**src/rtl/mem_arbiter.sv**
```systemverilog
// mem_arbiter: fetch/data arbiter in front of one single-port memory, one transaction in flight
//   fetch side : i_req, i_addr -> i_gnt, i_rvalid
//   data side  : d_req, d_we, d_mode, d_addr, d_wdata -> d_gnt, d_rvalid, d_err
//   response   : rsp_rdata (raw mem_rdata)
//   memory side: mem_req, mem_we, mem_addr, mem_be, mem_wdata (registered) <- mem_gnt, mem_rvalid, mem_rdata
`ifndef MEMORY_MODE_WIDTH
`define MEMORY_MODE_WIDTH 2
`endif
`ifndef BYTE
`define BYTE 2'd0
`endif
`ifndef HALFWORD
`define HALFWORD 2'd1
`endif
`ifndef WORD
`define WORD 2'd2
`endif
`ifndef NOP
`define NOP 2'd3
`endif
module mem_arbiter #(
  parameter int STARVE_LIMIT = 3
) (
  input  logic                          clk,
  input  logic                          rst_n,
  input  logic                          i_req,
  input  logic [31:0]                   i_addr,
  output logic                          i_gnt,
  output logic                          i_rvalid,
  input  logic                          d_req,
  input  logic                          d_we,
  input  logic [`MEMORY_MODE_WIDTH-1:0] d_mode,
  input  logic [31:0]                   d_addr,
  input  logic [31:0]                   d_wdata,
  output logic                          d_gnt,
  output logic                          d_rvalid,
  output logic                          d_err,
  output logic [31:0]                   rsp_rdata,
  output logic                          mem_req,
  output logic                          mem_we,
  output logic [31:0]                   mem_addr,
  output logic [3:0]                    mem_be,
  output logic [31:0]                   mem_wdata,
  input  logic                          mem_gnt,
  input  logic                          mem_rvalid,
  input  logic [31:0]                   mem_rdata
);
  localparam int SW = $clog2(STARVE_LIMIT + 2);
  typedef enum logic [1:0] {IDLE, ISSUE, WAIT_RSP, ERR} state_t;
  state_t state, state_n;
  logic [SW-1:0] streak;
  logic owner_d;
  logic pick_i, d_mis, starved;
  logic [31:0] sel_addr, wdata_n;
  logic [3:0] be_n;
  // fetch only beats a pending data request once data has won STARVE_LIMIT times in a row
  assign starved  = streak == SW'(STARVE_LIMIT);
  assign pick_i   = i_req & (~d_req | starved);
  assign i_gnt    = state == IDLE & pick_i;
  assign d_gnt    = state == IDLE & d_req & ~pick_i;
  assign d_mis    = (d_mode == `HALFWORD & d_addr[0]) | (d_mode == `WORD & d_addr[1:0] != 2'b00) | d_mode == `NOP;
  assign d_err    = state == ERR;
  assign i_rvalid = state == WAIT_RSP & mem_rvalid & ~owner_d;
  assign d_rvalid = state == WAIT_RSP & mem_rvalid & owner_d;
  assign rsp_rdata = mem_rdata;
  always_comb begin
    sel_addr = i_gnt ? i_addr : d_addr;
    be_n     = i_gnt ? 4'b1111
             : d_mode == `BYTE ? 4'b0001 << d_addr[1:0]
             : d_mode == `HALFWORD ? (d_addr[1] ? 4'b1100 : 4'b0011)
             : 4'b1111;
    wdata_n  = i_gnt ? 32'h0
             : d_mode == `BYTE ? {4{d_wdata[7:0]}}
             : d_mode == `HALFWORD ? {2{d_wdata[15:0]}}
             : d_wdata;
  end
  always_comb begin
    state_n = state;
    case (state)
      IDLE:     state_n = i_gnt ? ISSUE : d_gnt ? (d_mis ? ERR : ISSUE) : IDLE;
      ISSUE:    state_n = mem_gnt ? WAIT_RSP : ISSUE;
      WAIT_RSP: state_n = mem_rvalid ? IDLE : WAIT_RSP;
      default:  state_n = IDLE;
    endcase
  end
  always_ff @(posedge clk or negedge rst_n) begin
    if (!rst_n) begin
      state     <= IDLE;
      streak    <= '0;
      owner_d   <= 1'b0;
      mem_req   <= 1'b0;
      mem_we    <= 1'b0;
      mem_addr  <= '0;
      mem_be    <= '0;
      mem_wdata <= '0;
    end else begin
      state   <= state_n;
      mem_req <= state_n == ISSUE;
      if (i_gnt) streak <= '0;
      else if (d_gnt & i_req & ~starved) streak <= streak + 1'b1;
      if (state == IDLE & state_n == ISSUE) begin
        owner_d   <= d_gnt;
        mem_we    <= d_gnt & d_we;
        mem_addr  <= {sel_addr[31:2], 2'b00};
        mem_be    <= be_n;
        mem_wdata <= wdata_n;
      end
    end
  end
endmodule

```
**config.mk**
```make
export PLATFORM = sky130hd
export DESIGN_NAME = mem_arbiter
export DESIGN_NICKNAME = d
export VERILOG_FILES = /design/src/rtl/mem_arbiter.sv
export SDC_FILE = /design/constraint.sdc
export NUM_CORES = 1
export LEC_CHECK = 0
export ABC_AREA = 0
export BUFFER_PORTS_ARGS = -buffer_cell sky130_fd_sc_hd__buf_2
export CAP_MARGIN = 20
export CORE_MARGIN = 4
export CORE_UTILIZATION = 40
export CTS_CLUSTER_DIAMETER = 50
export DETAILED_ROUTE_END_ITERATION = 10
export PLACE_DENSITY = 0.78
export SYNTH_ARGS = -nofsm -noshare
export SYNTH_HDL_FRONTEND = slang
export SYNTH_SLANG_ARGS = --single-unit
export TNS_END_PERCENT = 20
```
**constraint.sdc**
```tcl
create_clock -name clk -period 3.71 [get_ports clk]
set_input_delay 0.5565 -clock clk [delete_from_list [all_inputs] [get_ports clk]]
set_output_delay 0.5565 -clock clk [all_outputs]
set_load 0.02 [all_outputs]
```
== Word-level counts from Yosys, hierarchy flattened ==
Cells that the tools add are included.
Word-level totals
  latch bits: 0
  memories: 0
  word-level logic and storage cells: 58
  ROM bits: 0
  bits in registers: 74
  bits in writable memories: 0
Operators by class
  bitwise logic cells: 20
  reduce and logical (&&, ||, !) cells: 4
  multipliers: 0
  equality and inequality tests: 8
  $add $sub $neg: 1
  order comparisons: 0
  muxes and demuxes: 16
  div/mod/pow operators: 0
  shift operators: 1
Operator list (count)
  32-bit 2-to-1 mux: 4
  4-bit 2-to-1 mux: 4
  1-bit bitwise AND: 13
  2-bit 2-to-1 mux: 5
  2-bit equality test, second input constant: 4
  2-bit by 1-bit equality test with 1-bit output, second input constant: 3
  3-bit 2-to-1 mux: 2
  2-bit case mux with 3 select lines: 1
  2-bit zero test: 2
  1-bit inverter: 4
  2-bit nonzero test: 2
  1-bit by 2-bit left shift with 4-bit output, first input constant: 1
  3-bit by 1-bit adder with 3-bit output, second input constant: 1
  3-bit by 2-bit equality test with 1-bit output, second input constant: 1
  1-bit bitwise OR: 3

== Longest topological paths before layout ==
Gate-level depths: netlist of the first run.
  word-level depth: 10
  depth in mapped cells: 9
  gate-level depth less buffers: 7

== Least setup slack after synthesis of the first run ==
OpenSTA, ideal clock, no wires.
  kind: reg-to-reg
  from: register streak[0]
  to: register mem_addr[21]
  arrival time: 1.927 ns
  stages on the path, launching flop included: 8
  required time: 3.585 ns
  buffers on the path: 1
  setup time: 0.125 ns
  slack: 1.658 ns
  clock period less this slack: 2.052 ns
  cells stage by stage: dfrtp_1 -> ha_1 -> ha_1 -> nand2b_1 -> nand3_4 -> buf_2 -> mux2_2 -> mux2_2
Between the ends
  longest elaborated chain between the ends: 10
Ends and longest elaborated chain
  from (decl): line 51  | logic [SW-1:0] streak;
  from (signal assigned): line 100  | else if (d_gnt & i_req & ~starved) streak <= streak + 1'b1;
  3-bit by 2-bit equality test with 1-bit output (*): line 57  | assign starved = streak == SW'(STARVE_LIMIT);
  1-bit bitwise OR (*): line 58  | assign pick_i = i_req & (~d_req | starved);
  1-bit bitwise AND (*): line 58
  1-bit inverter: line 60  | assign d_gnt = state == IDLE & d_req & ~pick_i;
  1-bit bitwise AND: line 60
  2-bit 2-to-1 mux (2 in a row): line 80  | IDLE: state_n = i_gnt ? ISSUE : d_gnt ? (d_mis ? ERR : ISSUE) : IDLE;
  2-bit case mux with 3 select lines: line 79  | case (state)
  2-bit by 1-bit equality test with 1-bit output: line 101  | if (state == IDLE & state_n == ISSUE) begin
  1-bit bitwise AND: line 101
  to (signal assigned): line 104  | mem_addr <= {sel_addr[31:2], 2'b00};
  to (decl): line 41  | output logic [31:0] mem_addr,
Mark *: on every way between the ends. The rest lies on a longest branch, timed or not.
A chain may end at the register's enable or synchronous reset.

== Final worst setup path of the first run ==
  from: register streak[0]
  to: output i_gnt
Between the ends
  longest elaborated chain between the ends: 4
Ends and longest elaborated chain
  3-bit by 2-bit equality test with 1-bit output: line 57
  1-bit bitwise OR: line 58
  1-bit bitwise AND: line 58
  1-bit bitwise AND: line 59  | assign i_gnt = state == IDLE & pick_i;
  to (decl): line 28  | output logic i_gnt,
No other way between the ends.

==> results.cfg, run 1 <==
[global_route]
grt_max_degree = 75
grt_pass1_vias = 3266
grt-ovfl-total = 0
grt_use_total_pct = 17.5
grt_pass1_wl_mm = 16.2
antenna_found_initial = 0

[logic_synthesis]
ys_ff_latch = 74
synth_top_area_cell = dfrtp_1
ys_warn_count = 0
synthArstFlopShare_pct = 100
ys.flop_type = dfrtp_1
yosys-top-cells-area = dfrtp_1 45%, mux2_2 21%, mux2i_1 8.0%
synth_edf_count = 0
ys_seq_area_share_pct = 45.1
synth_cells = 370
syn_avg_cell_area_um2 = 11.1
synthesis.area_mm2 = 0.00410
synth_top_area_share_pct = 45.1
ys_types = 36

[clock_network]
cts_tree = yes
clk_pin_slew_ns = 0.09
cts_max_level = 3
cts_resized = 0
post_cts_buffers = 0
postCtsHoldBufs = 0
clockRootBuffer = clkbuf_8
cts.sinks = 74
cts_buffer_depth = 2
cts_buffers = 9
clk_latency_ns = 0.35

[placed_design]
port_buffers = 175
detailed_place_hpwl_mm = 8.15
placed_area_mm2 = 0.00481
gp_congestion = 0.829

[layout]
antennaDiodeCount = 0
drive_gt1_share_pct = 54.0
n_fill_cell = 878
area_growth_pct = 23.6
layout.nets = 647
fin_area_mm2 = 0.00507

[timing]
slew_headroom_pct = 35.7
setup_viol = 0
tightest_slew_ns = 0.964
period_share_pct = 80.2
slew_viol_final = 0
fmax_mhz = 336
rsz0062_at_grt = false
fin_skew_ns = 0.00971
fin_tns_setup_ns = 0
hold_violations = 0
fin_crit_ns = 2.97

[power_and_ir_drop]
power.leakage_nw = 2.57
ir_worst_vdd_mv = 0.345
total_power_mw = 4.20
p_per_area_mw_per_mm2 = 828

[die]
initial_utilization_pct = 41.6
die_h_um = 109
core_mm2 = 0.00986
io_pins = 244
num_rows = 36
die-area_mm2 = 0.0119
fp.dieW_um = 109

[detailed_routing]
ant_nets = 0
vias = 3202
first_pass_iters = 7
post_drt_wl_per_cell_um = 16.6
drt_iter0_markers = 112
route.detailed.drc = 0
routed_wl_mm = 10.7
viasPerCell = 4.96

[worst_setup_path]
crit_required_ns = 3.15
cp-end-kind = output pin
setup.worst_path.start_class = flop
critPathArrivalTime_ns = 2.42
critPathKind = reg2out
cp_max_fo = 35

[run_status]
outcome = completed

[min_path]
hp-class = in2async

[run]
cap_violations = 0
worst max-delay path, stage by stage (launching register included):
cell and delay [ns]:
dfrtp_1 0.39, ha_1 0.16, ha_1 0.15, nand2b_1 0.27
nand3_4 0.43, inv_1 0.44, buf_2 0.24
layer usage:
metal | wire [um] | GRT usage [%] | vias up
li1 | - | - | 1505
met1 | 4200 | 21.0 | 1508
met2 | 5220 | 29.1 | 156
met3 | 1050 | 5.34 | 33
met4 | 259 | 7.48 | 0
met5 | 0 | 0 | -
kinds of logic after synthesis:
kind of cell / Yosys count / synth area share, %
AOI/OAI and AO/OA: 41 / 6.16
adders and majority gates: 2 / 0.610
buffers and inverters: 79 / 11.5
DFF: 74 / 45.1
muxes: 112 / 29.8
other: 1 / 0.0914
and+or+nand+nor: 61 / 6.68
layout make-up:
cell class	count	area, um2	share of cell area [%]
clock inverter	5	125	2.47
inverter	26	97.6	1.92
tap	133	166	3.28
clock buffer	11	141	2.79
sequential	74	1850	36.5
multi-input combinational	218	1780	35.1
timing repair buffer	179	908	17.9
cell usage in the layout, fill, tap and decap left out, types with 2 or more instances in the layout:
cell and n:
bufinv_16 4, o211ai_1 2, inv_1 25, nand2b_1 3, and2_1 2, mux2i_1 33, o21ai_0 18, a21oi_1 8
nor3_1 4, mux2_2 78, buf_2 174, a211oi_1 2, ha_1 2, nor2_1 10, o22ai_1 2, dfrtp_1 74
conb_1 2, o31ai_1 2, clkbuf_8 10, nand3_1 2, buf_4 5, nand2_1 37
through the flow:
step	hold WS [ns]	util [%]	instances	setup slack [ns]
3_3_place_gp	0.465	48.7	630	1.17
6_report	0.370	51.4	646	0.735
5_1_grt	0.418	51.4	646	0.484
2_1_floorplan	0.261	-	371	1.66
3_5_place_dp	0.490	48.7	630	1.07
4_1_cts	0.387	51.4	646	0.682
worst paths after layout:
check	cells after the start	endpoint	slack, ns	from
max in group asynchronous	1	streak[1]	2.72	rst_n
hold reg to reg	1	mem_addr[6]	0.51	mem_addr[6]
setup / recovery	6	i_gnt	0.74	streak[0]
hold / removal	1	mem_wdata[14]	0.37	rst_n
min in group clk	2	state[0]	0.43	mem_gnt
setup reg to reg	7	mem_be[2]	1.22	streak[0]
Yosys cell counts, drive strengths merged, types with 2 or more instances:
| master | count |
|---|---|
| nor2 | 11 |
| and2 | 2 |
| o31ai | 2 |
| nand3 | 3 |
| buf | 49 |
| mux2i | 33 |
| clkbuf | 4 |
| o22ai | 2 |
| ha | 2 |
| a211oi | 2 |
| mux2 | 79 |
| nand2 | 37 |
| o211ai | 2 |
| nand2b | 3 |
| inv | 26 |
| nor3 | 4 |
| dfrtp | 74 |
| a21oi | 9 |
| o21ai | 18 |
registers in the layout (all words and copies together) (netlist names):
name and count:
mem_wdata 32, mem_addr 30, mem_be 4, streak 3
state 2, mem_req 1, mem_we 1, owner_d 1
power breakdown:
group	switching, mW	internal, mW
Clock	0.306	0.533
Sequential	0.209	1.21
Combinational	1.11	0.835
Power figures use the tool's default switching activity.
==> run 2, diff against run 1 <==
==> constraint.sdc (replaced) <==
create_clock -name clk -period 2.8 [get_ports clk]
set_input_delay 0.42 -clock clk [delete_from_list [all_inputs] [get_ports clk]]
set_output_delay 0.42 -clock clk [all_outputs]
set_load 0.02 [all_outputs]
==> results.cfg, run 2 (synthesized netlist as in run 1, its figures left out) <==
[run_status]
outcome = completed

[placed_design]
port_buffers = 175
detailed_place_hpwl_mm = 8.07
dpl.cell_count = 630
gp_congestion = 0.837

[layout]
reg_top3 = mem_wdata x32, mem_addr x30, mem_be x4
largest_reg_flops = 32
n_fill_cell = 931
antennaDiodeCount = 0
layout.nets = 647
regMostFlops = mem_wdata
layout_common_cells = 174 x buf_2, 78 x mux2_2, 74 x dfrtp_1
final_common_cell = buf_2
layout.cells.non_filler = 645
area_growth_pct = 23.6
drive_gt1_share_pct = 54.1
post-route-util_pct = 51.4

[clock_network]
post_cts_buffers = 0
cts_tree = yes
postCtsHoldBufs = 0
clockRootBuffer = clkbuf_8
clk_latency_ns = 0.34
cts.sinks = 74
cts_resized = 0
cts_buffers = 9
cts_buffer_depth = 2
cts_max_level = 3
clk_pin_slew_ns = 0.08

[detailed_routing]
route.detailed.drc = 0
ant_nets = 0
vias = 3205
routed_wl_mm = 10.6
post_drt_wl_per_cell_um = 16.4
viasPerCell = 4.97
first_pass_iters = 4
drt_iter0_markers = 101

[worst_setup_path]
critPathArrivalTime_ns = 2.01
reg2reg_depth = 7
cp-end-kind = output pin
reg2reg_from = streak[0]
crit_required_ns = 2.38
cp_max_fo = 11
r2r_setup_slack_ns = 0.57
setup.worst_path.start_class = flop
crit_start = streak[0]
critPathKind = reg2out

[run]
cap_violations = 0

[power_and_ir_drop]
total_power_mw = 5.47
internal_power_mw = 3.33
clockPowerShare_pct = 18.2
ir_worst_vdd_mv = 0.604
switchingPower_mw = 2.14
p_per_area_mw_per_mm2 = 1080
power.switching_fraction_pct = 39.1
power_frac_comb_pct = 47.7
power.leakage_nw = 2.56
seqPwrFrac_pct = 34.2

[timing]
whs_ns = 0.228
fin_tns_setup_ns = 0
fin_skew_ns = 0.00791
slew_viol_final = 0
setup_viol = 0
rsz0062_at_grt = false
fmax_mhz = 411
slew_headroom_pct = 37.1
fin_crit_ns = 2.43
hold_violations = 0
tightest_slew_ns = 0.943
period_share_pct = 86.8

[global_route]
grt_pass1_vias = 3358
grt_max_degree = 75
grt_pass1_wl_mm = 16.3
grt-ovfl-total = 0
antenna_found_initial = 0
grt_use_total_pct = 17.4

[die]
die-area_mm2 = 0.0119
io_pins = 244
fp.dieW_um = 109
core_mm2 = 0.00986
die_h_um = 109
initial_utilization_pct = 41.6
num_rows = 36

[min_path]
hp-class = in2async
run 2: cell count changes in the layout (fill, tap and decap cells not counted), sizes merged:
cell and delta:
clkbuf -1, clkinvlp +1, bufinv -1
run 2: final timing paths:
kind,to
worst max register to register,mem_addr[3]
worst min register to register,streak[2]
worst max-delay path,i_gnt
min in group clk,state[0]
max in group asynchronous,mem_wdata[0]
worst min-delay path,mem_addr[7]
run 2: power by group through the flow:
| stage | clock network [mW] | logic, mW | registers, mW |
|---|---|---|---|
| after global placement | 0 | 2.58 | 1.86 |
| after CTS | 1.02 | 2.65 | 1.88 |
| final | 0.994 | 2.61 | 1.87 |
| after global routing | 1.07 | 2.81 | 1.94 |
| after floorplan | 0 | 1.27 | 2.48 |
| after detailed placement | 0 | 2.65 | 1.89 |
run 2: cell type report:
class / count / area [um2] / area share (%)
inverter: 26 / 97.6 / 1.92
clock inverter: 5 / 103 / 2.02
tap: 133 / 166 / 3.28
clock buffer: 10 / 138 / 2.71
multi-input combinational: 218 / 1780 / 35.2
timing repair buffer: 179 / 933 / 18.4
sequential: 74 / 1850 / 36.5
run 2: stage by stage:
step                      setup WS, ns  area, um2
after CTS                        0.330       5070
after global placement           0.650       4830
after global routing             0.222       5070
final                            0.368       5070
after detailed placement         0.572       4830
after floorplan                  0.748       4110
run 2: layer usage:
metal / GRT usage (%) / part of all wire (%) / up-vias
met5: 0 / 0 / -
met4: 6.86 / 2.8 / 0
met3: 5.87 / 9.6 / 29
met2: 30.0 / 50 / 157
met1: 19.8 / 38 / 1519
li1: - / - / 1500
run 2: worst max-delay path, cell delays in order (launching register included):
cell      delay, ns
dfrtp_1        0.38
ha_1           0.16
ha_1           0.16
nand2b_1       0.27
nand3_4        0.18
inv_1          0.29
buf_2          0.23
==> run 3, diff against run 2 <==
--- a/config.mk
+++ b/config.mk
@@ -9,10 +9,10 @@
 export BUFFER_PORTS_ARGS = -buffer_cell sky130_fd_sc_hd__buf_2
 export CAP_MARGIN = 20
 export CORE_MARGIN = 4
-export CORE_UTILIZATION = 40
+export CORE_UTILIZATION = 44
 export CTS_CLUSTER_DIAMETER = 50
 export DETAILED_ROUTE_END_ITERATION = 10
-export PLACE_DENSITY = 0.78
+export PLACE_DENSITY = 0.84
 export SYNTH_ARGS = -nofsm -noshare
 export SYNTH_HDL_FRONTEND = slang
 export SYNTH_SLANG_ARGS = --single-unit
==> results.cfg, run 3 (synthesized netlist as in run 1, its figures left out) <==
[worst_setup_path]
cp-end-kind = output pin
crit_required_ns = 2.38
reg2reg_from = streak[0]
cp_max_fo = 11
critPathKind = reg2out
critPathArrivalTime_ns = 2.07
cp_common_cell = ha_1
r2r_setup_slack_ns = 0.47
path_cells = ha_1 -> ha_1 -> nand2b_1 -> nand3_4 -> clkinvlp_4 -> buf_2
crit_slowest_cell = dfrtp_1
cpPeakStageDelay_ns = 0.40
setup.worst_path.start_class = flop
rr_endpoint = mem_addr[16]
reg2reg_depth = 6

[clock_network]
cts_buffer_depth = 2
clk_pin_slew_ns = 0.09
clk_latency_ns = 0.34
cts_max_level = 3
postCtsHoldBufs = 0
cts.sinks = 74
cts_tree = yes
clockRootBuffer = clkbuf_8
cts_buffers = 9

[global_route]
grt_pass1_vias = 3539
antenna_found_initial = 0
grt_use_total_pct = 19.8
grt-ovfl-total = 0
grt_max_degree = 75
grt_pass1_wl_mm = 17.4

[power_and_ir_drop]
ir_worst_vdd_mv = 0.617
p_per_area_mw_per_mm2 = 1070
power.leakage_nw = 2.54

[detailed_routing]
drt_iter0_markers = 136
route.detailed.drc = 0
post_drt_wl_per_cell_um = 17.6
vias = 3228
routed_wl_mm = 10.9
ant_nets = 0
viasPerCell = 5.18
first_pass_iters = 4

[timing]
rsz0062_at_grt = false
fin_skew_ns = 0.0111
slew_headroom_pct = 38.0
fin_tns_setup_ns = 0
tightest_slew_ns = 0.931
hold_violations = 0
fmax_mhz = 402
slew_viol_final = 0
period_share_pct = 88.8
setup_viol = 0
fin_crit_ns = 2.49

[die]
num_rows = 34
initial_utilization_pct = 46.2
core_mm2 = 0.00889
fp.dieW_um = 105
die-area_mm2 = 0.0109
io_pins = 244
die_h_um = 105

[placed_design]
detailed_place_hpwl_mm = 8.11
port_buffers = 175
dpl.cell_count = 605
gp_congestion = 0.786

[layout]
n_fill_cell = 778
drive_gt1_share_pct = 54.6
layout.cells.non_filler = 623
largest_reg_flops = 32
layout.nets = 649
reg_top3 = mem_wdata x32, mem_addr x30, mem_be x4
final_common_cell = buf_2
antennaDiodeCount = 0
layout_common_cells = 174 x buf_2, 78 x mux2_2, 74 x dfrtp_1
regMostFlops = mem_wdata
area_growth_pct = 22.1

[min_path]
hp-class = in2async

[run]
cap_violations = 0

[run_status]
outcome = completed
run 3: per-stage QoR:
stage                     hold WS (ns)  instance area [um2]  worst slack [ns]  util (%)  total power [mW]
after detailed placement         0.484                 4790             0.246      53.9              4.54
after global placement           0.470                 4790             0.376      53.9              4.44
after global routing             0.288                 5010             0.181      56.4              5.69
after CTS                        0.242                 5000            0.0554      56.3              5.42
final                            0.213                 5010             0.313      56.4              5.35
after floorplan                  0.124                 4110             0.748         -              3.75
run 3: layout make-up:
class | instances | area [um2] | share of cell area (%)
clock buffers | 10 | 138 | 2.75
clock inverters | 6 | 65.1 | 1.30
inverters | 26 | 101 | 2.02
multi-input cells | 219 | 1790 | 35.8
flip-flops and latches | 74 | 1850 | 36.9
well taps | 108 | 135 | 2.70
repair buffers | 180 | 928 | 18.5
run 3: how the worst max path moves through the flow:
stage / from / end / slack (ns) / cells past startpoint
floorplan: streak[0] / mem_addr[21] / 0.75 / 7
global placement: streak[0] / i_gnt / 0.38 / 6
detailed placement: streak[0] / i_gnt / 0.25 / 6
CTS: streak[0] / i_gnt / 0.06 / 6
global route: streak[0] / i_gnt / 0.18 / 6
finish: streak[0] / i_gnt / 0.31 / 6
run 3: power by group:
| part | switching, mW | total, mW | internal, mW |
|---|---|---|---|
| Clock | 0.404 | 0.841 | 0.437 |
| Sequential | 0.286 | 1.88 | 1.60 |
| Combinational | 1.50 | 2.63 | 1.12 |
run 3: layer usage:
layer / routed length (um) / track usage (%)
met1: 4380 / 23.7
met2: 5250 / 33.5
met3: 1010 / 5.80
met4: 306 / 8.34
met5: 0 / 0
run 3: critical path, delay by kind of cell, from the launching register on:
kind,cells,cell delay [ns]
and+or+nand+nor,2,0.48
buffers and inverters,2,0.44
DFF,1,0.40
adders and majority gates,2,0.40
run 3: timing repair:
item / CTS / global route
buffers inserted: 0 / 1
resized for setup: 1 / 0
setup endpoints to repair: 1 / 1
pin swaps: 1 / 1
gates cloned: 1 / 0
